<file path="config.mk">
export PLATFORM = sky130hd
export DESIGN_NAME = copr_int_ctrl
export DESIGN_NICKNAME = d
export VERILOG_FILES = /design/src/rtl/copr_pkg.sv /design/src/rtl/int_prio_enc.sv /design/src/rtl/copr_int_ctrl.sv
export SDC_FILE = /design/constraint.sdc
export NUM_CORES = 1
export LEC_CHECK = 0
export CORE_ASPECT_RATIO = 0.5
export CORE_MARGIN = 3
export CORE_UTILIZATION = 43
export CTS_BUF_LIST = sky130_fd_sc_hd__clkbuf_16
export DETAILED_ROUTE_END_ITERATION = 8
export PLACE_DENSITY = 0.8
export SLEW_MARGIN = 5
export SYNTH_ARGS = -nofsm -noshare
export SYNTH_HDL_FRONTEND = slang
export SYNTH_SLANG_ARGS = --single-unit
export TNS_END_PERCENT = 100
</file>
<file path="constraint.sdc">
create_clock -name i_clk -period 1.8 [get_ports i_clk]
set_input_delay 0.27 -clock i_clk [delete_from_list [all_inputs] [get_ports i_clk]]
set_output_delay 0.27 -clock i_clk [all_outputs]
set_load 0.05 [all_outputs]
</file>
<file path="src/rtl/copr_pkg.sv">
// Shared constants and types for the coprocessor interrupt controller.
// Register map, FSM state encoding and ISERV field layout.
package copr_pkg;

  localparam int COPR_IMASK_ADDR = 20;
  localparam int COPR_IMODE_ADDR = 21;
  localparam int COPR_IPEND_ADDR = 22;
  localparam int COPR_ISERV_ADDR = 23;

  localparam int COPR_ISERV_BIT = 31;

  typedef enum logic [1:0] {
    ST_IDLE,
    ST_REQ,
    ST_SERV
  } int_state_e;

endpackage

</file>
<file path="src/rtl/int_prio_enc.sv">
// Lowest-index-wins combinational priority encoder.
// Channel 0 has the highest priority.
module int_prio_enc #(
  parameter int N = 8,
  parameter int W = 3
) (
  input  logic [N-1:0] req,
  output logic         valid,
  output logic [W-1:0] id
);

  always_comb begin
    valid = |req;
    id    = '0;
    for (int i = N - 1; i >= 0; i--) begin
      if (req[i]) id = W'(i);
    end
  end

endmodule

</file>
<file path="src/rtl/copr_int_ctrl.sv">
// Multi-channel interrupt controller with req/ack/eret handshake.
// Define COPR_INT_SYNC_EN to add a 2-flop input synchroniser.
module copr_int_ctrl
  import copr_pkg::*;
#(
  parameter int DATA_WIDTH     = 32,
  parameter int REG_ADDR_WIDTH = 5,
  parameter int N_INT          = 8,
  parameter int ID_WIDTH       = (N_INT > 1) ? $clog2(N_INT) : 1
) (
  input  logic                      i_clk,
  input  logic                      i_arst_n,
  input  logic [N_INT-1:0]          i_ext_int,
  input  logic                      i_en,
  input  logic [REG_ADDR_WIDTH-1:0] i_address,
  input  logic [DATA_WIDTH-1:0]     i_din,
  output logic [DATA_WIDTH-1:0]     o_dout,
  input  logic                      i_int_ack,
  input  logic                      i_eret,
  output logic                      o_int_req,
  output logic [ID_WIDTH-1:0]       o_int_id,
  output logic                      o_in_service
);

  logic [N_INT-1:0]    line_s;
  logic [N_INT-1:0]    prev_q;
  logic [N_INT-1:0]    pend_q;
  logic [N_INT-1:0]    pend_d;
  logic [N_INT-1:0]    imask_q;
  logic [N_INT-1:0]    imode_q;
  logic [N_INT-1:0]    rise;
  logic [N_INT-1:0]    w1c;
  logic [N_INT-1:0]    ack_clr;
  logic [N_INT-1:0]    elig;
  logic [ID_WIDTH-1:0] win_id;
  logic [ID_WIDTH-1:0] serv_id_q;
  logic                win_vld;
  logic                ack_take;
  logic                sel_mask;
  logic                sel_mode;
  logic                sel_pend;
  logic                sel_serv;
  int_state_e          state_q;
  int_state_e          state_d;

`ifdef COPR_INT_SYNC_EN
  logic [N_INT-1:0] sync1_q;
  logic [N_INT-1:0] sync2_q;

  always_ff @(posedge i_clk or negedge i_arst_n) begin
    if (!i_arst_n) begin
      sync1_q <= '0;
      sync2_q <= '0;
    end else begin
      sync1_q <= i_ext_int;
      sync2_q <= sync1_q;
    end
  end

  assign line_s = sync2_q;
`else
  assign line_s = i_ext_int;
`endif

  assign sel_mask = i_address == REG_ADDR_WIDTH'(COPR_IMASK_ADDR);
  assign sel_mode = i_address == REG_ADDR_WIDTH'(COPR_IMODE_ADDR);
  assign sel_pend = i_address == REG_ADDR_WIDTH'(COPR_IPEND_ADDR);
  assign sel_serv = i_address == REG_ADDR_WIDTH'(COPR_ISERV_ADDR);

  assign ack_take = (state_q == ST_REQ) && i_int_ack;
  assign rise     = line_s & ~prev_q;
  assign w1c      = (i_en && sel_pend) ? i_din[N_INT-1:0] : '0;
  assign ack_clr  = ack_take ? (N_INT'(1) << o_int_id) : '0;

  // Edge bits latch with set-over-clear; level bits track the line.
  assign pend_d = (imode_q & ((pend_q & ~(w1c | ack_clr)) | rise))
                | (~imode_q & line_s);

  assign elig = pend_q & imask_q;

  int_prio_enc #(
    .N (N_INT),
    .W (ID_WIDTH)
  ) u_prio (
    .req   (elig),
    .valid (win_vld),
    .id    (win_id)
  );

  always_comb begin
    state_d = state_q;
    unique case (state_q)
      ST_IDLE: if (win_vld) state_d = ST_REQ;
      ST_REQ: begin
        if (i_int_ack)     state_d = ST_SERV;
        else if (!win_vld) state_d = ST_IDLE;
      end
      ST_SERV: if (i_eret) state_d = ST_IDLE;
      default: state_d = ST_IDLE;
    endcase
  end

  always_ff @(posedge i_clk or negedge i_arst_n) begin
    if (!i_arst_n) begin
      state_q      <= ST_IDLE;
      prev_q       <= '0;
      pend_q       <= '0;
      imask_q      <= '0;
      imode_q      <= '0;
      serv_id_q    <= '0;
      o_int_id     <= '0;
      o_int_req    <= 1'b0;
      o_in_service <= 1'b0;
    end else begin
      state_q      <= state_d;
      prev_q       <= line_s;
      pend_q       <= pend_d;
      o_int_req    <= state_d == ST_REQ;
      o_in_service <= state_d == ST_SERV;
      if (i_en && sel_mask) imask_q <= i_din[N_INT-1:0];
      if (i_en && sel_mode) imode_q <= i_din[N_INT-1:0];
      if (state_d == ST_REQ) o_int_id <= win_id;
      if (ack_take) serv_id_q <= o_int_id;
    end
  end

  always_comb begin
    o_dout = '0;
    unique case (1'b1)
      sel_mask: o_dout[N_INT-1:0] = imask_q;
      sel_mode: o_dout[N_INT-1:0] = imode_q;
      sel_pend: o_dout[N_INT-1:0] = pend_q;
      sel_serv: begin
        o_dout[COPR_ISERV_BIT] = o_in_service;
        o_dout[ID_WIDTH-1:0]   = serv_id_q;
      end
      default: o_dout = '0;
    endcase
  end

endmodule

</file>
Yosys cells after proc, flatten, opt, wreduce, memory -nomap -nowiden
Cells that the tools add are included.
{"block": "op_classes", "n_eq_ne": 8, "n_shift": 1, "n_mux": 18, "n_bitwise": 11, "reduce_logical": 6}
{"cell": "$and 8x8->8", "n": 5}
{"cell": "$mux 3", "n": 8}
{"cell": "$not 8->8", "n": 3}
{"cell": "$or 8x8->8", "n": 3}
{"cell": "$eq 5x5->1 const B", "n": 4}
{"cell": "$mux 8", "n": 2}
{"cell": "$pmux 5 s3", "n": 1}
{"cell": "$pmux 3 s4", "n": 1}
{"cell": "$mux 2", "n": 4}
{"cell": "$reduce_or 8->1", "n": 1}
{"cell": "$shl 1x3->8 const A", "n": 1}
{"cell": "$pmux 2 s3", "n": 1}
{"cell": "$eq 2x1->1 const B", "n": 2}
{"cell": "$eq 2x2->1 const B", "n": 2}
{"cell": "$logic_and 1x1->1", "n": 4}
{"cell": "$logic_not 2->1", "n": 1}
{"cell": "$mux 1", "n": 1}
{"block": "word_totals", "register_bits": 42, "inputBits": 50, "out_inout_bits": 37, "word_cells": 53}

Logic depth before layout (Yosys ltp)
{"block": "logic_depth", "ltp_word": 9, "depth_mapped": 4, "depth_no_buf": 4}

Cells and area by module
A second synthesis with hierarchy kept.
{"block": "unflattened", "hier_cells": 207, "area_unflattened_um2": 2267.2}
{"mod": "copr_int_ctrl", "n_inst": 1, "cells_per_inst": 194, "area_per_inst_um2": 2185.8, "seq_area_each_um2": 1051.0}
{"mod": "int_prio_enc", "n_inst": 1, "cells_per_inst": 13, "area_per_inst_um2": 81.3, "seq_area_each_um2": 0.0}

Worst setup path before layout
Ideal clock, no wire load.
{"block": "synth_path", "path_type": "in2out", "from": "in i_address[3]", "to": "out o_dout[3]", "arrival_ns": 1.350, "required_time_ns": 1.530, "setup_slack_ns": 0.180, "path_stages": 4, "path_buffers": 0, "path_cell_list": "nand4b_1 -> nor2_1 -> a222oi_1 -> inv_1"}
{"block": "synth_via", "elab_chain_len": 2, "elab_cells_between_ends": 4, "classes_between": "3 x eq/ne; 1 x mux"}
{"element": "start, declared", "line": "copr_int_ctrl.sv:15", "rtl": "input logic [REG_ADDR_WIDTH-1:0] i_address,"}
{"element": "$eq 5x5->1, on equally long branches", "line": "copr_int_ctrl.sv:67, copr_int_ctrl.sv:65, copr_int_ctrl.sv:66"}
{"element": "$pmux 5 s3 *", "line": "copr_int_ctrl.sv:129", "rtl": "unique case (1'b1)"}
{"element": "end, declared", "line": "copr_int_ctrl.sv:17", "rtl": "output logic [DATA_WIDTH-1:0] o_dout,"}
Mark *: on every way between the ends. The rest lies on a longest branch, timed or not.

Worst setup path in the final report
{"block": "layout_path", "from": "reg pend_q[0]", "to": "reg o_int_id[1]"}
{"block": "layout_via", "elab_chain_len": 6, "elab_cells_between_ends": 8, "classes_between": "1 x eq/ne; 5 x mux; 1 x bitwise; 1 x reduce/logical"}
{"element": "start, declared", "line": "copr_int_ctrl.sv:27", "rtl": "logic [N_INT-1:0] pend_q;"}
{"element": "start signal, assigned", "line": "copr_int_ctrl.sv:117", "rtl": "pend_q <= pend_d;"}
{"element": "$and 8x8->8 *", "line": "copr_int_ctrl.sv:79", "rtl": "assign elig = pend_q & imask_q;"}
{"element": "$reduce_or 8->1 *", "line": "int_prio_enc.sv:13", "rtl": "valid = |req;"}
{"element": "$mux 2", "line": "copr_int_ctrl.sv:96", "rtl": "else if (!win_vld) state_d = ST_IDLE;"}
{"element": "$mux 2", "line": "copr_int_ctrl.sv:95", "rtl": "if (i_int_ack) state_d = ST_SERV;"}
{"element": "$pmux 2 s3 *", "line": "copr_int_ctrl.sv:92", "rtl": "unique case (state_q)"}
{"element": "named net state_d[0]", "line": "copr_int_ctrl.sv:44", "rtl": "int_state_e state_d;"}
{"element": "$eq 2x1->1 *", "line": "copr_int_ctrl.sv:122", "rtl": "if (state_d == ST_REQ) o_int_id <= win_id;"}
{"element": "end signal, assigned", "line": "copr_int_ctrl.sv:122"}
{"element": "end, declared", "line": "copr_int_ctrl.sv:21", "rtl": "output logic [ID_WIDTH-1:0] o_int_id,"}
The timed path passes the listed nets; every way through them passes the cells marked *.
A chain may end at the register's enable or synchronous reset.

==> impl_metrics.toml <==
[route]
wirelength_met1_mm = 2.17
wl_per_cell_um = 16.6
ant_nets = 0
wl_met3_um = 349
dr.max_layer_used = "met4"
routed_via_density = 5.30
drt_wl_total_mm = 5.25
wl_met2_mm = 2.60
drtIter0Drc = 153
vias = 1676
drc = 0
drt-pass1-iter-count = 4

[sta]
fin_crit_ns = 1.74
max_slew_margin_pct = 65.0
fmax_ghz = 0.574
setup_ws_ns = 0.0591
finalSetupTns_ns = 0
setup_viol = 0
slew_violations = 0
worst_pin_slew_ns = 0.524
layout_worst_path_cycle_share_pct = 96.7
finalHoldViolations = 0
skew_ns = 0.00409
grt_setup_unrepaired = "false"

[power_and_ir_drop]
p_sw_w = 0.00124
combPwrFrac_pct = 32.6
irDropWorstVdd_mv = 0.517
switching_share_pct = 36.9
power_w = 0.00335
pwr_density_cell_nw_per_um2 = 1150
p_seq_share_pct = 41.4
p_leak_nw = 1.39
internal-power_w = 0.00211
pwr-share-clk_pct = 25.9

[die]
die_width_um = 105
die_h_um = 55.6
core_um2 = 4570
die_area_um2 = 5840
ios = 87
start_util_pct = 46.2
row_count = 17

[min_path]
hold_class = "in2async"

[critical_path]
cpMaxStageDelayCell = "dfrtp_1"
cp_top_family = "compound AO/OA/AOI/OAI gates"
required_ns = 1.97
crit_path_start = "pend_q[0]"
regToRegStartpoint = "pend_q[0]"
crit_path_end_kind = "flip-flop"
cp.arrival_ns = 1.91
crit_path_max_incr_delay_ns = 0.45
cp-start-kind = "flip-flop"
cp_num_buf_inv = 0
critical_path_class = "reg2reg"
crit_chain = "a22o_1 -> and3b_4 -> a221oi_4 -> mux2_2"
crit_path_max_fanout = 5

[synthesis]
netlist.area_leader.share_pct = 49.7
synth_area_leaders = "dfrtp_1 50%, mux2_2 10%, buf_4 8.2%"
synthDistinctLibCells = 31
syn-cell-area_um2 = 2110
synth_top_area_cell = "dfrtp_1"
ys_warn_count = 0
synthCells = 185
synth_seq_cells = 42
syn_avg_cell_area_um2 = 11.4
seq_area_frac_synth_pct = 49.7

[placement]
hpwl_mm = 3.57
port_buffers = 39
routabilityCongestion = 0.857
dp_slack_ns = -0.224

[cells_and_area]
drive_gt1_share_pct = 30.4
nets = 299
area_growth_pct = 38.0
num_antenna_cells = 0

[clock_tree]
root_buffer = "clkbuf_16"
cts_buffer_depth = 2
insertion_delay_ns = 0.29
h-tree-depth = 2
cts-buffers-inserted = 5
cts_tree = "done"
cts.sinks = 42
path_clk_slew_ns = 0.06
hold_buffers = 0

[flow_run]
maxCapViolations = 0

[global_route]
overflow = 0
grt_start_max_net_pins = 43
antenna_found_initial = 0
grt_pass1_vias = 1753
grt_usage_pct = 18.4
grt_pass1_wl_mm = 8.47

[run_status]
status = "finished clean"
-- cell type report --
| type | instances | area [µm²] |
|---|---|---|
| flip-flops and latches | 42 | 1050 |
| fillers | 334 | 1660 |
| inverters | 8 | 32.5 |
| well taps | 66 | 82.6 |
| clock inverters | 3 | 16.3 |
| multi-input cells | 134 | 962 |
| repair buffers | 58 | 647 |
| clock buffers | 5 | 125 |
-- per-stage QoR --
step	hold slack [ns]	cells	area, µm²	util (%)
after detailed placement	0.366	306	2740	59.9
after CTS	0.0600	315	2930	64.0
final	0.0421	316	2920	63.8
after global routing	0.0859	316	2920	63.8
after global placement	0.358	306	2740	59.9
after floorplan	-0.0256	207	2200	-
-- state kept, by name, indices dropped and copies added (netlist names) --
| signal | flops |
|---|---|
| imask_q | 8 |
| imode_q | 8 |
| pend_q | 8 |
| prev_q | 8 |
| o_int_id | 3 |
| serv_id_q | 3 |
| state_q | 2 |
| o_in_service | 1 |
| o_int_req | 1 |
-- final timing paths --
path / endpoint / slack (ns) / cells past startpoint
max: o_int_id[1] / 0.06 / 4
min: state_q[1] / 0.04 / 2
max reg2reg: o_int_id[1] / 0.06 / 4
min reg2reg: serv_id_q[2] / 0.49 / 1
max in group asynchronous: prev_q[7] / 1.40 / 2
min in group i_clk: prev_q[4] / 0.46 / 1
-- Yosys cell counts, drive strengths merged --
| cell type | count |
|---|---|
| a21o | 7 |
| a22oi | 7 |
| a22o | 5 |
| nor3 | 2 |
| and3b | 1 |
| o21ai | 1 |
| inv | 8 |
| mux2i | 1 |
| a32o | 1 |
| nand2 | 32 |
| dfrtp | 42 |
| buf | 23 |
| conb | 1 |
| nor2b | 2 |
| nor3b | 1 |
| a222oi | 5 |
| nand4b | 1 |
| a21oi | 2 |
| and2 | 1 |
| mux2 | 19 |
| a221oi | 9 |
| nor2 | 8 |
| a211oi | 1 |
| nand3b | 2 |
| a31oi | 3 |
-- metal layers --
metal | vias up | GRT usage (%)
met5 | - | 0
met4 | 0 | 8.60
met3 | 14 | 3.82
met2 | 78 | 31.5
met1 | 825 | 22.6
li1 | 759 | -
-- cell usage in the layout, fill, tap and decap left out, types with 2 or more instances in the layout --
master / Yosys / final
a21o_1: 7 / 7
a21oi_1: 2 / 2
a221oi_1: 7 / 7
a222oi_1: 5 / 5
a22o_1: 5 / 5
a22oi_1: 7 / 6
a31oi_1: 3 / 3
buf_12: 0 / 13
buf_2: 0 / 2
buf_4: 23 / 15
buf_6: 0 / 3
clkbuf_16: 0 / 5
clkbuf_2: 0 / 4
clkdlybuf4s50_1: 0 / 21
conb_1: 1 / 23
dfrtp_1: 42 / 42
inv_1: 7 / 7
mux2_2: 19 / 19
nand2_1: 30 / 30
nor2_1: 8 / 6
nor2_4: 0 / 2
nor2b_1: 2 / 2
nor3_4: 2 / 2
-- logic make-up (layout without fill, tap and decap cells) --
logic type,Yosys count,after routing,share of synthesized area (%)
other cells,1,23,0.177
simple gates,50,50,13.2
mux,20,20,10.6
compound gates,41,41,16.7
flops,42,42,49.7
buf+inv,31,74,9.59
-- repair_timing --
item                       in CTS  in global routing
gates resized for setup        15                 10
setup endpoints to repair       9                  9
setup buffers                   2                  1
pin swaps                       4                  3
-- worst reg2reg max path, cell delays in order, from the launching register on --
cell      delay (ns)
dfrtp_1         0.45
a22o_1          0.20
and3b_4         0.24
a221oi_4        0.35
mux2_2          0.38
-- power by group through the flow --
stage,clock (W),combinational (W),sequential (W)
floorplan,0,0.000601,0.00150
global placement,0,0.00104,0.00137
detailed placement,0,0.00107,0.00139
CTS,0.000880,0.00109,0.00138
global route,0.000910,0.00116,0.00141
finish,0.000868,0.00109,0.00139
Note: power is estimated with default switching activity, not from simulation.
